$ cat config.mk
export PLATFORM = sky130hd
export DESIGN_NAME = vdp_vram_arbiter
export DESIGN_NICKNAME = d
export VERILOG_FILES = /design/src/rtl/vdp_vram_arbiter.sv
export SDC_FILE = /design/constraint.sdc
export NUM_CORES = 1
export LEC_CHECK = 0
export BUFFER_PORTS_ARGS = -buffer_cell sky130_fd_sc_hd__buf_2
export CAP_MARGIN = 10
export CORE_ASPECT_RATIO = 0.75
export CORE_MARGIN = 2
export CORE_UTILIZATION = 38
export DETAILED_ROUTE_END_ITERATION = 10
export GPL_TIMING_DRIVEN = 1
export PLACE_DENSITY = 0.84
export RECOVER_POWER = 25
export SLEW_MARGIN = 20
export SYNTH_ARGS = -nofsm -noshare
export SYNTH_HDL_FRONTEND = slang
export SYNTH_SLANG_ARGS = --single-unit
$ cat constraint.sdc
create_clock -name clk -period 2.1 [get_ports clk]
set_input_delay 0.315 -clock clk [delete_from_list [all_inputs] [get_ports clk]]
set_output_delay 0.315 -clock clk [all_outputs]
set_load 0.005 [all_outputs]
$ cat src/rtl/vdp_vram_arbiter.sv
// Single-port VRAM arbiter: display > {CPU, command}, one outstanding transaction.
// Define VDP_VRAM_ARB_ROUND_ROBIN_EN to alternate CPU/command; otherwise CPU beats command.
module vdp_vram_arbiter #(
    parameter int ADDR_W = 18
) (
    input  logic              clk,
    input  logic              reset,
    input  logic              dsp_req,
    input  logic              cpu_req,
    input  logic              cmd_req,
    input  logic [ADDR_W-1:0] dsp_address,
    input  logic [ADDR_W-1:0] cpu_address,
    input  logic [ADDR_W-1:0] cmd_address,
    input  logic              cpu_write,
    input  logic              cmd_write,
    input  logic [7:0]        cpu_wdata,
    input  logic [7:0]        cmd_wdata,
    output logic              dsp_ack,
    output logic              cpu_ack,
    output logic              cmd_ack,
    output logic              dsp_rdata_en,
    output logic              cpu_rdata_en,
    output logic              cmd_rdata_en,
    output logic [31:0]       rdata,
    output logic              mem_valid,
    input  logic              mem_ready,
    output logic              mem_write,
    output logic [ADDR_W-1:0] mem_address,
    output logic [7:0]        mem_wdata,
    input  logic [31:0]       mem_rdata,
    input  logic              mem_rdata_en
);
    typedef enum logic [1:0] {IDLE, ISSUE, WAIT_READ} state_t;
    localparam logic [1:0] OWN_DSP = 2'd0, OWN_CPU = 2'd1, OWN_CMD = 2'd2;

    state_t            state_q, state_d;
    logic [1:0]        owner_q, owner_d;
    logic              write_q, write_d;
    logic [ADDR_W-1:0] addr_q, addr_d;
    logic [7:0]        wdata_q, wdata_d;
    logic              pick_cmd, issue_fire, read_fire;

`ifdef VDP_VRAM_ARB_ROUND_ROBIN_EN
    // rr_q = 0 favours CPU, 1 favours command; only consulted when both request.
    logic rr_q, rr_d;
    assign pick_cmd = cmd_req && (!cpu_req || rr_q);

    always_comb begin
        rr_d = rr_q;
        if (issue_fire && owner_q == OWN_CPU) rr_d = 1'b1;
        if (issue_fire && owner_q == OWN_CMD) rr_d = 1'b0;
    end

    always_ff @(posedge clk or posedge reset) begin
        if (reset) rr_q <= 1'b0;
        else       rr_q <= rr_d;
    end
`else
    assign pick_cmd = cmd_req && !cpu_req;
`endif

    assign issue_fire = (state_q == ISSUE) && mem_ready;
    assign read_fire  = (state_q == WAIT_READ) && mem_rdata_en;

    always_comb begin
        state_d = state_q;
        owner_d = owner_q;
        write_d = write_q;
        addr_d  = addr_q;
        wdata_d = wdata_q;
        case (state_q)
            IDLE: begin
                if (dsp_req) begin
                    owner_d = OWN_DSP;
                    write_d = 1'b0;
                    addr_d  = dsp_address;
                    wdata_d = 8'h00;
                end else if (pick_cmd) begin
                    owner_d = OWN_CMD;
                    write_d = cmd_write;
                    addr_d  = cmd_address;
                    wdata_d = cmd_wdata;
                end else if (cpu_req) begin
                    owner_d = OWN_CPU;
                    write_d = cpu_write;
                    addr_d  = cpu_address;
                    wdata_d = cpu_wdata;
                end
                if (dsp_req || cpu_req || cmd_req) state_d = ISSUE;
            end
            ISSUE: begin
                if (mem_ready) state_d = write_q ? IDLE : WAIT_READ;
            end
            WAIT_READ: begin
                if (mem_rdata_en) state_d = IDLE;
            end
            default: state_d = IDLE;
        endcase
    end

    always_ff @(posedge clk or posedge reset) begin
        if (reset) begin
            state_q <= IDLE;
            owner_q <= OWN_DSP;
            write_q <= 1'b0;
            addr_q  <= '0;
            wdata_q <= 8'h00;
        end else begin
            state_q <= state_d;
            owner_q <= owner_d;
            write_q <= write_d;
            addr_q  <= addr_d;
            wdata_q <= wdata_d;
        end
    end

    // Acks and read strobes are gated by the live handshake so they land in the same cycle.
    assign mem_valid    = (state_q == ISSUE);
    assign mem_write    = write_q;
    assign mem_address  = addr_q;
    assign mem_wdata    = wdata_q;
    assign dsp_ack      = issue_fire && (owner_q == OWN_DSP);
    assign cpu_ack      = issue_fire && (owner_q == OWN_CPU);
    assign cmd_ack      = issue_fire && (owner_q == OWN_CMD);
    assign dsp_rdata_en = read_fire && (owner_q == OWN_DSP);
    assign cpu_rdata_en = read_fire && (owner_q == OWN_CPU);
    assign cmd_rdata_en = read_fire && (owner_q == OWN_CMD);
    assign rdata        = read_fire ? mem_rdata : 32'h0;
endmodule

==> results.json <==
{
  "reg2reg_to": "mem_wdata[0]",
  "num_vias": 2270,
  "drt_iter0_markers": 85,
  "root_buffer": "clkbuf_8",
  "grt_pass1_vias": 2106,
  "synth.distinct_cells": 28,
  "syn_avg_cell_area_um2": 9.05,
  "fin_crit_sh_pct": 90.1,
  "clock_path_buffers": 2,
  "rrSetupSlack_ns": 0.58,
  "synth_edf_count": 0,
  "final.setup.tns_ns": 0,
  "multiInputGateArea_um2": 1070,
  "route.detailed.drc": 0,
  "core_um2": 4930,
  "dr.pass1.iters": 4,
  "crit_start": "state_q[0]",
  "final_util_pct": 59.9,
  "final_common_cell": "buf_2",
  "hold_ws_ns": 0.0835,
  "cp_slowest_cell": "dfrtp_1",
  "die_w_um": 86.8,
  "gp_congestion": 0.820,
  "cts_made_buffers": 5,
  "drtAntennaViolNets": 0,
  "synth_adder_area_share_pct": 0,
  "cts.repair.resized": 0,
  "cp_max_fo": 32,
  "place_inst": 442,
  "grt_pass1_wl_mm": 9.32,
  "regArea_um2": 776,
  "crit_required_ns": 1.78,
  "grt_start_max_net_pins": 36,
  "start_util_pct": 39.7,
  "seq_area_frac_synth_pct": 39.7,
  "synthCells": 216,
  "dieArea_um2": 5740,
  "grt.total_usage_pct": 20.6,
  "final_cell_mix": "176 x buf_2, 41 x and2_1, 31 x dfrtp_1, 19 x nor2b_1, 19 x o21ai_0",
  "mappedNetlistArea_um2": 1950,
  "stdcell_count": 450,
  "cp-end-kind": "output pin",
  "synth_warnings": 0,
  "via_per_inst": 5.04,
  "io_buffer_count": 176,
  "fillerInstances": 459,
  "slew_headroom_pct": 35.3,
  "synthMuxAreaShare_pct": 0,
  "drive_gt1_share_pct": 49.5,
  "cts_setup_buffers": 0,
  "cp-endpoint": "rdata[28]",
  "path_cells": "or2b_1 -> nor2_1 -> buf_4 -> and2_1 -> buf_2",
  "status": "completed",
  "die_y_um": 66.1,
  "finalClockSkew_ns": 0.00549,
  "rsz0062_at_grt": "false",
  "synth_compound_area_share_pct": 24.4,
  "period_needed_ns": 1.89,
  "synth_simple_gate_area_share_pct": 30.1,
  "fp-row-count": 22,
  "final_nets": 500,
  "dp_hpwl_mm": 4.79,
  "routed_wl_mm": 6.14,
  "hold_path_class": "primary input to asynchronous set/reset pin",
  "crit_type": "flip-flop to output pin",
  "ys_seq_elements": 31,
  "postCtsHoldBufs": 0,
  "worst_skew_pair.late_latency_ns": 0.27,
  "p_per_area_nw_per_um2": 945,
  "max_cap_viol_count": 0,
  "setup_viol": 0,
  "tightest_slew_ns": 0.970,
  "antenna_found_initial": 0,
  "synth_fp_nets": 327,
  "synth_top_family_by_area": "simple AND/OR/NAND/NOR gates",
  "diodes": 0,
  "drv_slew": 0,
  "io_pins": 177,
  "cts_htree_levels": 2,
  "hold_viol_final": 0,
  "cp.arrival_ns": 1.58,
  "power_w": 0.00279,
  "overflow": 0,
  "wl_per_cell_um": 13.7,
  "critPathMaxStageDelay_ns": 0.41,
  "peakVddDrop_mv": 0.410,
  "fmaxAchievable_mhz": 528,
  "ys.flop_type": "dfrtp_1",
  "clkSinkCount": 31,
  "leakage_nw": 1.64,
  "ff2ff_path_depth": 3,
  "r2r_start": "state_q[1]",
  "clk_pin_slew_worst_paths_ns": 0.06,
  "synth_xor_area_share_pct": 0,
  "cts_tree": "built",
  "async_flop_share_pct": 100,
  "start_kind": "flip-flop",
  "area_delta_synth_final_pct": 51.0
}
[flip-flops by register name, summed over array words and instances (netlist names)]
signal,flops
owner_q,2
mem_wdata,8
mem_address,18
mem_write,1
state_q,2
[cells in the mapped netlist (all sizes together) (2+ instances only)]
| cell | n | share of area [%] |
|---|---|---|
| nor2b | 19 | 6.1 |
| o21ai | 19 | 4.9 |
| clkbuf | 9 | 1.9 |
| a22oi | 11 | 4.2 |
| a221o | 9 | 4.6 |
| a211oi | 7 | 2.7 |
| and3b | 7 | 3.1 |
| o211ai | 11 | 4.2 |
| nand2 | 12 | 2.3 |
| nor2 | 5 | 0.96 |
| o31ai | 7 | 2.7 |
| a21o | 2 | 0.77 |
| nand2b | 4 | 1.3 |
| or2 | 3 | 1.1 |
| and2 | 41 | 13 |
| inv | 3 | 0.58 |
| buf | 9 | 3.4 |
| nor3 | 4 | 1.3 |
| dfrtp | 31 | 40 |
[per-stage QoR]
stage	worst slack, ns	cell area (µm²)
6_report	0.207	2950
5_1_grt	0.0465	2950
4_1_cts	0.185	2970
2_1_floorplan	0.571	1950
3_3_place_gp	0.545	2890
3_5_place_dp	0.490	2890
[logic make-up (layout without fill, tap and decap cells)]
| kind of cell | count (synthesis) | count (layout) |
|---|---|---|
| simple gates | 97 | 97 |
| compound gates | 67 | 67 |
| flops | 31 | 31 |
| buf+inv | 21 | 195 |
[layer usage]
| metal | routed length (µm) | part of all wire, % | track usage, % | vias up |
|---|---|---|---|---|
| li1 | - | - | - | 1110 |
| met1 | 2600 | 42 | 24.5 | 1045 |
| met2 | 2990 | 49 | 37.3 | 111 |
| met3 | 508 | 8.3 | 5.12 | 4 |
| met4 | 38 | 0.62 | 4.88 | 0 |
| met5 | 0 | 0 | 0 | - |
[worst min path at each step]
stage / to / slack [ns] / cells after the start
after floorplan: state_q[1] / 0.40 / 1
after detailed placement: mem_address[13] / 0.42 / 2
final: mem_address[13] / 0.08 / 2
after global placement: mem_address[13] / 0.42 / 2
after CTS: mem_wdata[0] / 0.13 / 2
after global routing: mem_address[13] / 0.14 / 2
[final cells by class]
cell class / instances / area share, %
tap: 60 / 2.54
sequential: 31 / 26.3
clock buffer: 7 / 2.59
clock inverter: 1 / 0.170
inverter: 3 / 0.382
multi-input combinational: 164 / 36.3
timing repair buffer: 184 / 31.8
[power by group]
part	switching, W	leakage, nW	internal [W]
clock	0.000207	0.0422	0.000232
combinational	0.000663	1.21	0.000649
sequential	0.000159	0.392	0.000878
[critical path: cells and delay by family, from the launching register on]
family,cells,cell delay [ns]
AND/OR/NAND/NOR,3,0.53
flip-flops,1,0.41
buffers and inverters,2,0.36
(Power assumes the default switching activity.)
